===== config.mk =====
export PLATFORM = sky130hd
export DESIGN_NAME = exc_ctrl
export DESIGN_NICKNAME = d
export VERILOG_FILES = /design/src/rtl/exc_ctrl.sv
export SDC_FILE = /design/constraint.sdc
export NUM_CORES = 1
export LEC_CHECK = 0
export ABC_CLOCK_PERIOD_IN_PS = 1900
export CAP_MARGIN = 20
export CORE_ASPECT_RATIO = 1.25
export CORE_UTILIZATION = 36
export CTS_CLUSTER_SIZE = 40
export DETAILED_ROUTE_END_ITERATION = 8
export PLACE_DENSITY = 0.77
export SLEW_MARGIN = 10
export SYNTH_ARGS = -nofsm -noshare
export SYNTH_HDL_FRONTEND = slang
export SYNTH_SLANG_ARGS = --single-unit

===== constraint.sdc =====
create_clock -name clk -period 1.9 [get_ports clk]
set_clock_uncertainty 0.2 [all_clocks]
set_input_delay 0.19 -clock clk [delete_from_list [all_inputs] [get_ports clk]]
set_output_delay 0.19 -clock clk [all_outputs]
set_load 0.01 [all_outputs]

===== src/rtl/exc_ctrl.sv =====
// Commit-stage exception/interrupt controller: detects events, issues one CP0 strobe, then redirects and flushes.
// Optional taken-exception counter is enabled by defining EXC_STATS_EN.
module exc_ctrl #(
  parameter int SYNC_STAGES  = 2,
  parameter int FLUSH_CYCLES = 2
) (
  input  logic        clk,
  input  logic        rst_n,
  input  logic        stall_i,
  input  logic        ins_valid,
  input  logic [31:0] ins_pc,
  input  logic        ins_in_delay,
  input  logic        is_syscall,
  input  logic        is_break,
  input  logic        is_eret,
  input  logic        is_mtc0,
  input  logic        is_teq,
  input  logic        teq_eq,
  input  logic [5:0]  ext_int,
  input  logic        timer_int,
  input  logic [31:0] cp0_status,
  input  logic [31:0] cp0_exc_addr,
  output logic [5:0]  int_i,
  output logic        exception,
  output logic        eret,
  output logic [4:0]  cause,
  output logic [31:0] epc_pc,
  output logic        delay,
  output logic        busy,
  output logic        flush,
  output logic        redirect_valid,
  output logic [31:0] redirect_pc,
  output logic [31:0] exc_count
);

  typedef enum logic [1:0] {IDLE, ISSUE, REDIRECT, DRAIN} state_t;

  state_t      state;
  logic [5:0]  sync_q [SYNC_STAGES];
  logic [2:0]  drain_cnt;
  logic        irq_pend;
  logic        event_d;
  logic        eret_d;
  logic [4:0]  code_d;
  logic        unused_status;

  assign unused_status = &{1'b0, cp0_status[31:16], cp0_status[9:2]};

  // External lines are asynchronous; timer_int already lives in this clock domain.
  always_ff @(posedge clk or negedge rst_n) begin
    if (!rst_n) begin
      for (int i = 0; i < SYNC_STAGES; i++) sync_q[i] <= '0;
      int_i <= '0;
    end else begin
      sync_q[0] <= ext_int;
      for (int i = 1; i < SYNC_STAGES; i++) sync_q[i] <= sync_q[i-1];
      int_i <= {sync_q[SYNC_STAGES-1][5] | timer_int, sync_q[SYNC_STAGES-1][4:0]};
    end
  end

  // An mtc0 at commit may be rewriting Status/Compare, so nothing is taken on that cycle.
  always_comb begin
    irq_pend = cp0_status[0] & ~cp0_status[1] & (|(int_i & cp0_status[15:10]));
    event_d  = 1'b0;
    eret_d   = 1'b0;
    code_d   = 5'd0;
    if (ins_valid && !stall_i && !is_mtc0) begin
      if (irq_pend) begin
        event_d = 1'b1;
        code_d  = 5'd0;
      end else if (is_syscall) begin
        event_d = 1'b1;
        code_d  = 5'd8;
      end else if (is_break) begin
        event_d = 1'b1;
        code_d  = 5'd9;
      end else if (is_teq && teq_eq) begin
        event_d = 1'b1;
        code_d  = 5'd13;
      end else if (is_eret) begin
        event_d = 1'b1;
        eret_d  = 1'b1;
      end
    end
  end

  always_ff @(posedge clk or negedge rst_n) begin
    if (!rst_n) begin
      state          <= IDLE;
      drain_cnt      <= '0;
      exception      <= 1'b0;
      eret           <= 1'b0;
      cause          <= '0;
      epc_pc         <= '0;
      delay          <= 1'b0;
      busy           <= 1'b0;
      flush          <= 1'b0;
      redirect_valid <= 1'b0;
      redirect_pc    <= '0;
    end else begin
      case (state)
        IDLE: begin
          if (event_d) begin
            state     <= ISSUE;
            exception <= 1'b1;
            eret      <= eret_d;
            cause     <= code_d;
            epc_pc    <= ins_in_delay ? (ins_pc - 32'd4) : ins_pc;
            delay     <= ins_in_delay;
            busy      <= 1'b1;
          end
        end
        ISSUE: begin
          state          <= REDIRECT;
          exception      <= 1'b0;
          eret           <= 1'b0;
          redirect_pc    <= cp0_exc_addr;
          redirect_valid <= 1'b1;
          flush          <= 1'b1;
        end
        REDIRECT: begin
          state          <= DRAIN;
          redirect_valid <= 1'b0;
          drain_cnt      <= 3'(FLUSH_CYCLES - 1);
        end
        DRAIN: begin
          if (drain_cnt == 3'd0) begin
            state <= IDLE;
            flush <= 1'b0;
            busy  <= 1'b0;
          end else begin
            drain_cnt <= drain_cnt - 3'd1;
          end
        end
        default: begin
          state <= IDLE;
          busy  <= 1'b0;
          flush <= 1'b0;
        end
      endcase
    end
  end

`ifdef EXC_STATS_EN
  // Erets are returns, not taken exceptions, so they are not counted.
  always_ff @(posedge clk or negedge rst_n) begin
    if (!rst_n) begin
      exc_count <= '0;
    end else if (state == ISSUE && !eret) begin
      exc_count <= exc_count + 32'd1;
    end
  end
`else
  assign exc_count = 32'h0;
`endif

endmodule


==> results of run 1 <==
## cells in the mapped netlist (3+ instances only)
cell and n:
buf_1 5, nand3_1 4, xnor2_1 23, o21ai_0 12, clkbuf_1 6, xor2_1 3
nor3_1 9, or3_1 8, or4_1 3, dfrtp_1 96, or2_2 3, inv_1 11
nand2b_1 3, ha_1 8, a21oi_1 30, nor2_1 42, mux2_2 39, a22oi_1 3
mux2i_1 3, nand2_1 9, nor4_1 8, buf_4 34, a31oi_1 3
## metrics by stage
step	instance area, um^2	setup WS, ps	hold WS, ps	TNS [ps]	cells
floorplan	4590	-49.5	-306	-163	420
global placement	6670	-602	-196	-13570	766
detailed placement	6670	-716	-195	-16050	766
CTS	7080	-10.7	14.3	-27.8	792
global route	7200	-80.3	43.1	-1450	796
finish	7200	-36.5	26.8	-53.7	796
## final cells by class
class                           count  area (um^2)  area share, %
Sequential cell                    96         2400           33.4
Timing Repair Buffer              246         2330           32.4
Multi-Input combinational cell    266         1940           27.0
Clock buffer                       10          229           3.18
Tap cell                          161          201           2.80
Clock inverter                      6         52.6          0.730
Inverter                           11         41.3          0.573
## worst reg2reg max path, delay by kind of cell (launching register included)
kind                   cells  cell delay (ps)
AO/OA/AOI/OAI              3              730
buffers and inverters      1              160
flip-flops                 1              390
multiplexers               1              340
## logic make-up after synthesis
| group | count (synthesis) | share of synthesized area, % |
|---|---|---|
| muxes | 42 | 10.6 |
| buffers and inverters | 58 | 8.00 |
| DFF | 96 | 54.3 |
| xor gates and xnor gates | 26 | 5.14 |
| other | 1 | 0.0847 |
| AOI/OAI and AO/OA | 58 | 7.57 |
| adders and majority gates | 8 | 2.26 |
| and+or+nand+nor | 98 | 12.1 |
## flip-flops by register name, summed over array words and instances, names as in the netlist, 2 cells and up
| register | cells |
|---|---|
| epc_pc | 32 |
| redirect_pc | 32 |
| sync_q | 12 |
| int_i | 6 |
| cause | 3 |
| drain_cnt | 3 |
| state | 2 |
## worst max-delay path by stage
stage	startpoint	end	slack, ps	cells past startpoint
floorplan	ins_pc[28]	epc_pc[31]	-50	5
global placement	ins_in_delay	epc_pc[15]	-600	7
detailed placement	ins_in_delay	epc_pc[15]	-720	7
CTS	int_i[5]	epc_pc[3]	-10	5
global route	int_i[3]	epc_pc[3]	-80	5
finish	int_i[3]	epc_pc[3]	-40	5
## repair_timing
item,in CTS,in global routing
gates resized for setup,31,31
hold buffers,2,0
buffers inserted,8,4
pin swaps,11,9
endpoints found under the hold margin,96,0
setup endpoints to repair,30,33
## per-layer routing
metal	vias up	part of all wire [%]
li1	1761	-
met1	1793	36
met2	149	54
met3	29	6.8
met4	0	3.3
met5	-	0
## power groups by stage
stage,Clock [mW],Combinational [mW],Sequential [mW]
3_5_place_dp,0,4.17,3.41
4_1_cts,1.77,4.20,3.38
6_report,1.72,4.20,3.38
3_3_place_gp,0,4.06,3.38
5_1_grt,1.85,4.51,3.48
2_1_floorplan,0,1.51,3.71
==> impl_metrics.json, run 1 <==
{
  "netlist.top_cell.by_area": "dfrtp_1",
  "syn_avg_cell_area_um2": 11.4,
  "worstPathArrival_ps": 1960,
  "r2r_start": "int_i[3]",
  "grt_start_max_net_pins": 53,
  "p_switching_mw": 2.98,
  "whs_path_depth": 4,
  "cts_num_sinks": 96,
  "syn-cell-area_um2": 4430,
  "port_buffers": 168,
  "rrSetupSlack_ps": -40,
  "ir_drop_uv": 722,
  "final_util_pct": 61.1,
  "hold-path-endpoint": "epc_pc[2]",
  "finalSetupViolCount": 3,
  "postRouteAntennaNets": 0,
  "wirelength_um": 11700,
  "numCtsBuffers": 9,
  "fmax_mhz": 516,
  "grt_usage_pct": 18.2,
  "grt_pass1_vias": 3801,
  "post-dp-hpwl_um": 8780,
  "powerDensity_nw_per_um2": 1290,
  "p_total_mw": 9.30,
  "sequentialPowerShare_pct": 36.3,
  "setup_ws_ps": -36.5,
  "critPathKind": "reg2reg",
  "synth_edf_count": 0,
  "worst_pin_slew_ps": 508,
  "cp_max_fo": 10,
  "insertion_delay_ps": 350,
  "drt-pass1-iter-count": 4,
  "grt_use_met2_pct": 32.6,
  "hp-class": "in2reg",
  "yosysTopAreaCellShare_pct": 54.3,
  "p_sw_share_pct": 32.0,
  "ios": 227,
  "clock_path_buffers": 2,
  "status": "finished, violations left",
  "crit_buf_inv": 1,
  "cp-start-kind": "flip-flop",
  "synthTopCellsByArea": "dfrtp_1, mux2_2, buf_4",
  "drcViolationCount": 0,
  "drtIter0Drc": 153,
  "drt-wirelength-per-cell_um": 14.7,
  "grt_overflow": 0,
  "grt_pass1_wl_um": 17800,
  "dieArea_um2": 12800,
  "drt-vias-per-instance": 4.69,
  "synthArstFlopShare_pct": 100,
  "p_comb_share_pct": 45.1,
  "clkTransAtPathRegs_ps": 70,
  "finalCritPeriodShare_pct": 102,
  "dieHeight_um": 126,
  "slowest_delay_ps": 430,
  "worst_r2r_endpoint": "epc_pc[3]",
  "crit_family": "compound AO/OA/AOI/OAI gates",
  "row_count": 44,
  "synth_cells": 387,
  "use_met3_pct": 5.77,
  "layout_commonest_cell": "clkdlybuf4s50_1",
  "synth-seq-area-share_pct": 54.3,
  "fillers": 926,
  "finalHoldViolCount": 0,
  "grt_use_met1_pct": 19.0,
  "synth_cell_type_count": 42,
  "start_util_pct": 37.6,
  "fp.dieW_um": 101,
  "final_cell_mix": "clkdlybuf4s50_1, dfrtp_1, buf_4, nor2_1, mux2_2",
  "maxSlewHeadroom_pct": 66.1,
  "nets": 752,
  "pwr-share-clk_pct": 18.5,
  "root_buffer": "clkbuf_16",
  "hp-start": "ins_pc[2]",
  "violations": "negative setup slack",
  "synth_flop_cell": "dfrtp_1",
  "gp_congestion": 0.822,
  "drive_above_1_share_pct": 26.0,
  "worstSetupEndpointType": "flip-flop",
  "yosysWarningCount": 0,
  "cp.required_ps": 1930,
  "rsz0062_at_grt": "yes",
  "power.internal_mw": 6.32,
  "finalCriticalPeriod_ps": 1940,
  "cp_cell_sequence": "a22oi_2 > a311o_1 > a21oi_4 > buf_12 > mux2_2",
  "drv_slew": 0,
  "slowest_stage": "a311o_1",
  "antenna_cells": 0,
  "drv_cap": 0,
  "area_growth_pct": 62.6,
  "num_vias": 3732,
  "cts_tree": "built",
  "ys_ff_latch": 96,
  "grt.busiest_layer": "met2",
  "antenna_found_initial": 0,
  "timing.reg2reg.worst_path_depth": 5,
  "leakagePower_nw": 3.08,
  "htreeDepth": 3,
  "coreArea_um2": 11800
}
Power figures use the tool's default switching activity.
==> run 2: changes to the inputs <==
--- a/config.mk
+++ b/config.mk
@@ -11,6 +11,7 @@
 export CORE_UTILIZATION = 36
 export CTS_CLUSTER_SIZE = 40
 export DETAILED_ROUTE_END_ITERATION = 8
+export HOLD_SLACK_MARGIN = 0.12
 export PLACE_DENSITY = 0.77
 export SLEW_MARGIN = 10
 export SYNTH_ARGS = -nofsm -noshare
==> run 2 against run 1 <==
The run now ends clean. Routed wire length rose by 5.4%. Via count rose by 2.6%. Sequential share of layout area fell by 0.93 points. Total power rose by 0.78%. Fmax rose by 2.7%. Count of clock-buffer cells in the layout did not move. Global-route usage rose by 0.41 points. Sequential power barely moved. Sequential cell count did not move. Core utilization rose by 1.8 points. Clock power barely moved. Critical path type unchanged. Highest routed layer unchanged.
==> impl_metrics.json, run 2 (synthesis results as in run 1) <==
{
  "hp-class": "in2reg",
  "drt-pass1-iter-count": 4,
  "cts_num_sinks": 96,
  "gp_congestion": 0.822,
  "num_vias": 3829,
  "worst_pin_slew_ps": 508,
  "start_util_pct": 37.6,
  "cp-start-kind": "flip-flop",
  "antenna_cells": 0,
  "dp_cells": 766,
  "nets": 770,
  "post-dp-hpwl_um": 8780,
  "final_cell_mix": "clkdlybuf4s50_1, dfrtp_1, buf_4, nor2_1",
  "ir_drop_uv": 584,
  "finalCritPeriodShare_pct": 99.2,
  "dieArea_um2": 12800,
  "insertion_delay_ps": 350,
  "clkTransAtPathRegs_ps": 70,
  "drtIter0Drc": 137,
  "grt_start_max_net_pins": 53,
  "drt-wirelength-per-cell_um": 15.1,
  "cts_tree": "built",
  "drive_above_1_share_pct": 25.9,
  "hp-start": "ins_pc[20]",
  "rsz0062_at_grt": "yes",
  "row_count": 44,
  "drcViolationCount": 0,
  "postRouteAntennaNets": 0,
  "top_regs": "epc_pc x32, redirect_pc x32, sync_q x12",
  "dieHeight_um": 126,
  "clock_path_buffers": 2,
  "crit_start": "int_i[5]",
  "maxSlewHeadroom_pct": 66.1,
  "root_buffer": "clkbuf_16",
  "coreArea_um2": 11800,
  "antenna_found_initial": 0,
  "finalHoldViolCount": 0,
  "cp_max_fo": 10,
  "worstPathArrival_ps": 1910,
  "status": "finished clean",
  "port_buffers": 168,
  "drv_slew": 0,
  "finalCriticalPeriod_ps": 1890,
  "layout.cells.non_filler": 814,
  "r2r_start": "int_i[5]",
  "powerDensity_nw_per_um2": 1270,
  "worstSetupEndpointType": "flip-flop",
  "fillers": 893,
  "wirelength_um": 12300,
  "grt_pass1_wl_um": 18200,
  "drt-vias-per-instance": 4.70,
  "layout_commonest_cell": "clkdlybuf4s50_1",
  "critPathKind": "reg2reg",
  "numCtsBuffers": 9,
  "grt_overflow": 0,
  "ios": 227,
  "fp.dieW_um": 101,
  "leakagePower_nw": 3.16,
  "finalSetupViolCount": 0,
  "cp.required_ps": 1920,
  "grt_usage_pct": 18.7,
  "final_util_pct": 62.9,
  "finalSetupTns_ps": 0,
  "grt_pass1_vias": 3872,
  "htreeDepth": 3,
  "area_growth_pct": 67.3,
  "drv_cap": 0,
  "fmax_mhz": 530
}
## run 2: layer usage
layer / global-route usage, % / wire length [um] / share of wire, % / vias up
met5: 0 / 0 / 0 / -
met4: 8.70 / 418 / 3.4 / 0
met3: 5.83 / 802 / 6.5 / 32
met2: 34.1 / 6760 / 55 / 145
met1: 19.0 / 4340 / 35 / 1850
li1: - / - / - / 1802
## run 2: repair_timing
action                                 CTS  global route
setup endpoints to repair               30            33
cloned                                   0             0
pin swaps                               11             9
hold buffers                            13             6
gates resized for setup                 31            37
endpoints found under the hold margin  106             6
setup buffers                            8             5
## run 2: path summary, 6_finish.rpt
check,endpoint,slack [ps],cells past startpoint
max,delay,10,5
min,epc_pc[20],100,4
max reg2reg,delay,10,5
min reg2reg,sync_q[0],150,0
max in group asynchronous,redirect_pc[30],740,3
min in group asynchronous,sync_q[2],180,3
## run 2: worst max-delay path, cell delays in order, from the launching register on
cell and delay [ps]:
dfrtp_1 370, a22oi_2 90, a311o_1 430, a21oi_4 200, buf_12 170, mux2_4 310
## run 2: cell type report
class,instances,area (um^2),share of cell area (%)
Timing Repair Buffer,264,2520,34.0
Sequential cell,96,2400,32.4
Multi-Input combinational cell,266,1960,26.5
Clock buffer,10,229,3.09
Tap cell,161,201,2.72
Clock inverter,6,52.6,0.709
Inverter,11,41.3,0.557
## run 2: report_power, final
part,internal [mW],switching (mW)
registers,2.89,0.497
clock network,0.907,0.817
logic,2.56,1.70
## run 2: per-stage QoR
stage	worst slack [ps]	total power, mW	instance area, um^2	hold WS, ps
6_report	14.4	9.37	7410	102
5_1_grt	-44.4	9.90	7410	130
4_1_cts	-10.7	9.38	7190	151
3_5_place_dp	-716	7.58	6670	-195
3_3_place_gp	-602	7.43	6670	-196
2_1_floorplan	-49.5	5.22	4590	-306
